==> config.mk <==
export PLATFORM = sky130hd
export DESIGN_NAME = frame_scaler_pipe_flat
export DESIGN_NICKNAME = d
export VERILOG_FILES = /design/src/rtl/frame_scaler_pipe_if.sv /design/src/rtl/frame_scaler_pipe.sv /design/src/flat_wrapper.sv
export SDC_FILE = /design/constraint.sdc
export NUM_CORES = 1
export LEC_CHECK = 0
export ABC_AREA = 1
export ABC_CLOCK_PERIOD_IN_PS = 7700
export BUFFER_PORTS_ARGS = -buffer_cell sky130_fd_sc_hd__buf_2
export CAP_MARGIN = 20
export CORE_UTILIZATION = 35
export CTS_CLUSTER_SIZE = 10
export DETAILED_ROUTE_END_ITERATION = 12
export PLACE_DENSITY_LB_ADDON = 0.25
export SYNTH_ARGS = -nofsm -noshare
export SYNTH_HDL_FRONTEND = slang
export SYNTH_SLANG_ARGS = --single-unit
export TNS_END_PERCENT = 5
==> constraint.sdc <==
create_clock -name clk -period 7.7 [get_ports clk]
set_input_delay 0.385 -clock clk [delete_from_list [all_inputs] [get_ports clk]]
set_output_delay 0.385 -clock clk [all_outputs]
set_load 0.005 [all_outputs]
==> src/rtl/frame_scaler_pipe_if.sv <==
// Raster-to-frame-buffer bundle for frame_scaler_pipe.
// Latency: none (signal bundle only).
// Backpressure: none; every signal is sampled every cycle.
// Ports: pixel_x/pixel_y raster position, scale_sel/fb_base/border_rgb frame
// settings, fb_read_addr/fb_read_data buffer port, color_r/g/b and frame_done.
interface frame_scaler_pipe_if #(
    parameter int ADDR_W = 17
);
    logic [9:0]        pixel_x;
    logic [9:0]        pixel_y;
    logic              scale_sel;
    logic [ADDR_W-1:0] fb_base;
    logic [11:0]       border_rgb;
    logic [ADDR_W-1:0] fb_read_addr;
    logic [11:0]       fb_read_data;
    logic [3:0]        color_r;
    logic [3:0]        color_g;
    logic [3:0]        color_b;
    logic              frame_done;

    // Timing generator plus frame-buffer memory side.
    modport master (
        output pixel_x, pixel_y, scale_sel, fb_base, border_rgb, fb_read_data,
        input  fb_read_addr, color_r, color_g, color_b, frame_done
    );

    // Scaler side.
    modport slave (
        input  pixel_x, pixel_y, scale_sel, fb_base, border_rgb, fb_read_data,
        output fb_read_addr, color_r, color_g, color_b, frame_done
    );
endinterface

==> src/rtl/frame_scaler_pipe.sv <==
// Centred 1x/2x frame-buffer scaler with border colour and read-latency matching.
// Latency: address 1 cycle after pixel, colour 2+RD_LAT cycles after pixel.
// Backpressure: none; the pipeline advances every cycle.
// Ports: clk, reset (sync, active-high), bus (frame_scaler_pipe_if.slave).
module frame_scaler_pipe #(
    parameter int SRC_W  = 320,
    parameter int SRC_H  = 240,
    parameter int DISP_W = 800,
    parameter int DISP_H = 600,
    parameter int ADDR_W = 17,
    parameter int RD_LAT = 1
) (
    input logic              clk,
    input logic              reset,
    frame_scaler_pipe_if.slave bus
);
    localparam logic [10:0] H_OFF_1X = 11'((DISP_W - SRC_W) / 2);
    localparam logic [10:0] H_END_1X = 11'((DISP_W - SRC_W) / 2 + SRC_W);
    localparam logic [10:0] V_OFF_1X = 11'((DISP_H - SRC_H) / 2);
    localparam logic [10:0] V_END_1X = 11'((DISP_H - SRC_H) / 2 + SRC_H);
    localparam logic [10:0] H_OFF_2X = 11'((DISP_W - 2 * SRC_W) / 2);
    localparam logic [10:0] H_END_2X = 11'((DISP_W - 2 * SRC_W) / 2 + 2 * SRC_W);
    localparam logic [10:0] V_OFF_2X = 11'((DISP_H - 2 * SRC_H) / 2);
    localparam logic [10:0] V_END_2X = 11'((DISP_H - 2 * SRC_H) / 2 + 2 * SRC_H);

    localparam logic [8:0]        SRC_X_LAST = 9'(SRC_W - 1);
    localparam logic [ADDR_W-1:0] ROW_STEP   = ADDR_W'(SRC_W);
    localparam logic [ADDR_W-1:0] ROW_LAST   = ADDR_W'((SRC_H - 1) * SRC_W);

    // Per-frame shadow settings.
    logic              sh_scale;
    logic [ADDR_W-1:0] sh_base;
    logic [11:0]       sh_border;
    // Set by the first frame start after reset; no picture data before it.
    logic              synced;

    logic [10:0]       x_sub, y_sub;
    logic [8:0]        src_x;
    logic [ADDR_W-1:0] row_base;

    logic [ADDR_W-1:0] rd_addr;
    logic              done_q;
    logic [11:0]       rgb_q;
    logic [RD_LAT:0]   area_pipe;
    logic [11:0]       border_pipe [RD_LAT+1];

    // At frame start the incoming settings and cleared counters are used
    // directly, so the latch and the counter clear act in the same cycle.
    logic              fs;
    logic              eff_scale;
    logic [ADDR_W-1:0] eff_base;
    logic [11:0]       eff_border;
    logic [10:0]       x_sub_c, y_sub_c;
    logic [8:0]        src_x_c;
    logic [ADDR_W-1:0] row_base_c;

    assign fs         = (bus.pixel_x == 10'd0) && (bus.pixel_y == 10'd0);
    assign eff_scale  = fs ? bus.scale_sel  : sh_scale;
    assign eff_base   = fs ? bus.fb_base    : sh_base;
    assign eff_border = fs ? bus.border_rgb : sh_border;
    assign x_sub_c    = fs ? '0 : x_sub;
    assign y_sub_c    = fs ? '0 : y_sub;
    assign src_x_c    = fs ? '0 : src_x;
    assign row_base_c = fs ? '0 : row_base;

    logic [10:0] px, py, h_lo, h_hi, v_lo, v_hi;
    logic        in_area;

    assign px   = {1'b0, bus.pixel_x};
    assign py   = {1'b0, bus.pixel_y};
    assign h_lo = eff_scale ? H_OFF_2X : H_OFF_1X;
    assign h_hi = eff_scale ? H_END_2X : H_END_1X;
    assign v_lo = eff_scale ? V_OFF_2X : V_OFF_1X;
    assign v_hi = eff_scale ? V_END_2X : V_END_1X;

    assign in_area = (fs || synced) &&
                     (px >= h_lo) && (px < h_hi) && (py >= v_lo) && (py < v_hi);

    // Sub-pixel wrap points: S-1 is 1 in 2x mode, 0 in 1x mode.
    logic x_last, y_last, row_end, frame_last;

    assign x_last     = eff_scale ? (x_sub_c == 11'd1) : (x_sub_c == 11'd0);
    assign y_last     = eff_scale ? (y_sub_c == 11'd1) : (y_sub_c == 11'd0);
    assign row_end    = (src_x_c == SRC_X_LAST) && x_last;
    assign frame_last = in_area && row_end && y_last && (row_base_c == ROW_LAST);

    logic [10:0]       x_sub_n, y_sub_n;
    logic [8:0]        src_x_n;
    logic [ADDR_W-1:0] row_base_n;
    logic [ADDR_W-1:0] addr_n;

    always_comb begin
        x_sub_n    = x_sub_c;
        y_sub_n    = y_sub_c;
        src_x_n    = src_x_c;
        row_base_n = row_base_c;
        if (in_area) begin
            if (x_last) begin
                x_sub_n = '0;
                if (src_x_c == SRC_X_LAST) begin
                    src_x_n = '0;
                    if (y_last) begin
                        y_sub_n    = '0;
                        row_base_n = row_base_c + ROW_STEP;
                    end else begin
                        y_sub_n = y_sub_c + 11'd1;
                    end
                end else begin
                    src_x_n = src_x_c + 9'd1;
                end
            end else begin
                x_sub_n = x_sub_c + 11'd1;
            end
        end
    end

    // Incremental address; sums wrap modulo 2^ADDR_W.
    assign addr_n = eff_base + row_base_c + ADDR_W'(src_x_c);

    always_ff @(posedge clk) begin
        if (reset) begin
            sh_scale  <= 1'b1;
            sh_base   <= '0;
            sh_border <= 12'hFFE;
            synced    <= 1'b0;
            x_sub     <= '0;
            y_sub     <= '0;
            src_x     <= '0;
            row_base  <= '0;
            rd_addr   <= '0;
            done_q    <= 1'b0;
            rgb_q     <= '0;
            area_pipe <= '0;
            for (int i = 0; i <= RD_LAT; i++) begin
                border_pipe[i] <= '0;
            end
        end else begin
            if (fs) begin
                sh_scale  <= bus.scale_sel;
                sh_base   <= bus.fb_base;
                sh_border <= bus.border_rgb;
                synced    <= 1'b1;
            end
            x_sub    <= x_sub_n;
            y_sub    <= y_sub_n;
            src_x    <= src_x_n;
            row_base <= row_base_n;
            rd_addr  <= in_area ? addr_n : '0;
            done_q   <= frame_last;

            // Stage 0 lines up with rd_addr; stage RD_LAT with fb_read_data.
            area_pipe      <= {area_pipe[RD_LAT-1:0], in_area};
            border_pipe[0] <= eff_border;
            for (int i = 1; i <= RD_LAT; i++) begin
                border_pipe[i] <= border_pipe[i-1];
            end
            rgb_q <= area_pipe[RD_LAT] ? bus.fb_read_data : border_pipe[RD_LAT];
        end
    end

    assign bus.fb_read_addr = rd_addr;
    assign bus.frame_done   = done_q;
    assign bus.color_r      = rgb_q[11:8];
    assign bus.color_g      = rgb_q[7:4];
    assign bus.color_b      = rgb_q[3:0];
endmodule

==> src/flat_wrapper.sv <==
// flat-port wrapper written by rule: the top's interface ports become plain ports
module frame_scaler_pipe_flat 
#(
    parameter int SRC_W  = 320,
    parameter int SRC_H  = 240,
    parameter int DISP_W = 800,
    parameter int DISP_H = 600,
    parameter int ADDR_W = 17,
    parameter int RD_LAT = 1
)
  (clk, reset, bus_pixel_x, bus_pixel_y, bus_scale_sel, bus_fb_base, bus_border_rgb, bus_fb_read_data, bus_fb_read_addr, bus_color_r, bus_color_g, bus_color_b, bus_frame_done);
  frame_scaler_pipe_if #(.ADDR_W(ADDR_W)) bus_i ();
  input logic clk;
  input logic reset;
  input wire logic [$bits(bus_i.pixel_x)-1:0] bus_pixel_x;
  input wire logic [$bits(bus_i.pixel_y)-1:0] bus_pixel_y;
  input wire logic [$bits(bus_i.scale_sel)-1:0] bus_scale_sel;
  input wire logic [$bits(bus_i.fb_base)-1:0] bus_fb_base;
  input wire logic [$bits(bus_i.border_rgb)-1:0] bus_border_rgb;
  input wire logic [$bits(bus_i.fb_read_data)-1:0] bus_fb_read_data;
  output wire logic [$bits(bus_i.fb_read_addr)-1:0] bus_fb_read_addr;
  output wire logic [$bits(bus_i.color_r)-1:0] bus_color_r;
  output wire logic [$bits(bus_i.color_g)-1:0] bus_color_g;
  output wire logic [$bits(bus_i.color_b)-1:0] bus_color_b;
  output wire logic [$bits(bus_i.frame_done)-1:0] bus_frame_done;
  assign bus_i.pixel_x = bus_pixel_x;
  assign bus_i.pixel_y = bus_pixel_y;
  assign bus_i.scale_sel = bus_scale_sel;
  assign bus_i.fb_base = bus_fb_base;
  assign bus_i.border_rgb = bus_border_rgb;
  assign bus_i.fb_read_data = bus_fb_read_data;
  assign bus_fb_read_addr = bus_i.fb_read_addr;
  assign bus_color_r = bus_i.color_r;
  assign bus_color_g = bus_i.color_g;
  assign bus_color_b = bus_i.color_b;
  assign bus_frame_done = bus_i.frame_done;
  frame_scaler_pipe #(.SRC_W(SRC_W), .SRC_H(SRC_H), .DISP_W(DISP_W), .DISP_H(DISP_H), .ADDR_W(ADDR_W), .RD_LAT(RD_LAT)) u_core (.clk(clk), .reset(reset), .bus(bus_i));
endmodule
==> run_results.csv <==
group,metric,value,unit
status,outcome,"complete, no violations",
worst_setup_path,r2r-start,"u_core.sh_base[1]$_SDFF_PP0_",
route,drc_errors,0,
route,drt-initial-drc-count,454,
worst_setup_path,reg2regPathDepth,16,
worst_setup_path,cp_cell_sequence,"buf_2 > nor2_1 > nand2_1 > nor2_1 > nand3_4 > inv_2 > or2_2 > inv_1 > a21oi_1 > fa_1 > ha_1 > inv_1 > fa_1 > inv_1 > nand3_1 > nand2_1 > inv_1 > o21a_1 > o21ai_0 > a21boi_0 > o21ai_0 > a21oi_1 > o21a_1",
synth,synth_most_common_cell,"nand2_1",
pwr,internal_power,1.27,mW
place,dp_cells,1334,
floorplan,die_x,146,um
worst_hold_path,holdPathStages,3,
pwr,p_switching,0.355,mW
pwr,ir_worst_vdd,0.137,mV
worst_hold_path,hold_path_end,"u_core.rgb_q[0]$_SDFF_PP0_",
synth,ys_ff_latch,134,
pwr,power.density,191,nW/um^2
worst_setup_path,worstPathRequired,8.01,ns
clock_network,insertion_delay,0.42,ns
synth,synth-main-ff-cell,"dfxtp_1",
synth,synth_edf_count,0,
synth,yosysWarnings,0,
synth,synth_compound_area_share,11.6,%
grt,grt_pass1_wl,28700,um
worst_setup_path,crit_slowest_cell,"inv_2",
worst_setup_path,crit_path_frequent_cell,"inv_1",
grt,antenna_found_initial,0,
pwr,switching_share,21.9,%
synth,yosysTopAreaCell,"dfxtp_1",
timing,setup_tns,0,ns
route,drtAntennaViolNets,0,
cells_and_area,stdcell_count,1366,
route,route.met3.wl,588,um
route,wl_per_cell,12.5,um
route,drt_pass1_iterations,5,
grt,overflow,0,
worst_setup_path,cp_top_family,"compound AO/OA/AOI/OAI gates",
floorplan,ioPinCount,94,
synth,synth_fa_ha_area_share,9.01,%
synth,synth.area.top_cells,"dfxtp_1 (37%), nand2_1 (8.8%), inv_1 (7.5%)",
pwr,leakagePower,4.27,nW
timing,fin_worst_skew,0.0186,ns
route,wirelength,17100,um
grt,grt_pass1_vias,5941,
worst_setup_path,arrival,4.76,ns
synth,ys_top_cells_by_count,"nand2_1 (169), inv_1 (144), nor2_1 (142)",
synth,synth_fp_nets,1110,
floorplan,die_h,146,um
timing,fin_crit_sh,57.7,%
cells_and_area,diodes,0,
place,port_buffers,93,
synth,async_flop_share,0,%
route,wl_met2,8040,um
worst_hold_path,min_from,"bus_fb_read_data[0]",
synth,syn_area,7220,um^2
timing,fin_crit,4.44,ns
synth,synth_simple_gate_area_share,28.7,%
worst_setup_path,worst_setup_path_start_kind,"input pin",
cells_and_area,syn_to_final_growth,17.8,%
synth,synth_cell_types,45,
clock_network,cts_resized,0,
pwr,seqPwrFrac,43.4,%
worst_hold_path,hp-class,"input pin to register",
timing,hold_viol_final,0,
clock_network,clk_pin_slew,0.06,ns
clock_network,numCtsBuffers,17,
floorplan,die_area,21200,um^2
job,max_cap_viol_count,0,
worst_setup_path,regToRegSetupSlack,4.51,ns
floorplan,num_rows,52,
timing,clock.fmax,225,MHz
worst_setup_path,critPathCaptureType,"register",
clock_network,htreeDepth,4,
clock_network,clock_sinks,134,
timing,max_slew_margin,52.0,%
route,wirelength_met1,8310,um
clock_network,cts_tree,"done",
clock_network,cts_buffer_depth,2,
synth,synthCells,1000,
cells_and_area,nets,1193,
route,top_layer,"met4",
cells_and_area,final_util,42.1,%
pwr,p_comb_share,3.4,%
worst_setup_path,reg2reg_to,"u_core.bus.fb_read_addr[13]$_SDFF_PP0_",
worst_setup_path,path_max_fanout,40,
pwr,finalPower,1.62,mW
synth,seq_area_frac_synth,37.1,%
timing,tightest_slew,0.720,ns
worst_setup_path,max_stage_delay,0.61,ns
synth,synthXorXnorAreaFrac,1.94,%
route,viasPerCell,4.64,
synth,yosysTopAreaCellShare,37.1,%
grt,track_usage,16.8,%
cells_and_area,drive_above_1_share,17.7,%
worst_setup_path,critical_path_class,"input pin to register",
place,hpwl,12400,um
pwr,clock_power_share,53.3,%
clock_network,cts_setup_buffers,0,
floorplan,initial_utilization,35.7,%
worst_setup_path,critPathBufInv,6,
clock_network,clock-root-buffer,"clkbuf_16",
floorplan,core,20200,um^2
timing,timing.final.max_slew_violations,0,
clock_network,cts.hold.buffers_added,0,
timing,setup_viol,0,
worst_setup_path,cp.depth,23,
grt,grt_start_max_net_pins,64,
synth,synth_top_family_by_area,"simple AND/OR/NAND/NOR gates",
synth,synthMuxAreaShare,0.970,%
synth,avgSynthCellArea,7.22,um^2
timing,rsz0062_at_grt,"no",
place,routabilityCongestion,0.875,
route,num_vias,6332,
-- logic make-up after synthesis --
| group | count (synthesis) |
|---|---|
| AO/OA/AOI/OAI | 152 |
| AND/OR/NAND/NOR | 457 |
| adder cells (fa/ha/maj) | 46 |
| buffers and inverters | 188 |
| XOR/XNOR | 16 |
| multiplexers | 7 |
| flip-flops | 134 |
-- worst max-delay path by stage --
| stage | startpoint | end |
|---|---|---|
| after floorplan | bus_pixel_y[5] | u_core.bus.fb_read_addr[12]$_SDFF_PP0_ |
| after global placement | bus_pixel_y[5] | u_core.bus.fb_read_addr[13]$_SDFF_PP0_ |
| after detailed placement | bus_pixel_x[8] | u_core.bus.fb_read_addr[13]$_SDFF_PP0_ |
| after CTS | bus_pixel_x[8] | u_core.bus.fb_read_addr[13]$_SDFF_PP0_ |
| after global routing | bus_pixel_x[8] | u_core.bus.fb_read_addr[13]$_SDFF_PP0_ |
| final | bus_pixel_x[8] | u_core.bus.fb_read_addr[13]$_SDFF_PP0_ |
-- state kept, by name, summed over array words and instances, names as in the netlist, 11 cells and up --
register,count
u_core.x_sub,11
u_core.sh_border,12
u_core.row_base,17
u_core.rgb_q,12
u_core.y_sub,11
u_core.sh_base,17
u_core.bus.fb_read_addr,17
u_core.border_pipe,23
-- area by class of cell --
cell class                 count  area, um^2
fill                        2114       11700
multi-input combinational    678        3780
sequential                   134        2680
inverter                     156         588
timing repair buffer          96         488
clock buffer                  17         425
tap                          270         338
clock inverter                15         206
-- per-layer routing --
layer / track usage (%) / vias to the layer above
li1: - / 3339
met1: 21.9 / 2873
met2: 27.8 / 110
met3: 3.51 / 10
met4: 5.21 / 0
met5: 0 / -
-- power groups by stage --
| stage | combinational, mW | sequential, mW | clock (mW) |
|---|---|---|---|
| finish | 0.0545 | 0.704 | 0.865 |
| global route | 0.0616 | 0.704 | 0.913 |
| CTS | 0.0555 | 0.704 | 0.883 |
| detailed placement | 0.0552 | 0.719 | 0 |
| global placement | 0.0555 | 0.719 | 0 |
| floorplan | 0.0263 | 0.719 | 0 |
-- per-stage QoR --
step	hold slack (ns)	setup WS, ns	cell area [um^2]
2_1_floorplan	0.388	3.59	7220
5_1_grt	0.192	2.66	8510
4_1_cts	0.179	3.23	8510
3_5_place_dp	0.393	2.79	7880
3_3_place_gp	0.393	2.92	7880
6_report	0.181	3.26	8510
-- layout by cell type (no fill, tap or decap), types with 3 or more instances in the layout --
cell       count
buf_2         93
xor2_1        14
a21oi_1       66
nand3_1       41
nand4_1       11
o21a_1         6
nand2_1      169
inv_1        144
nor2_1       142
nor3_1        35
ha_1          36
clkbuf_16     17
bufinv_16      4
fa_1          10
a211oi_1      10
or2_2         26
mux2i_1        7
nor2_2         6
inv_2          9
o21ai_1       11
clkinv_4       7
dfxtp_1      134
o21ai_0       47
buf_4          3
nand2_2       11
-- tightest hold or removal path: stages --
cell	delay, ns
buf_2	0.07
nor2_1	0.04
nor2_1	0.08
Note: power is estimated with default switching activity, not from simulation.
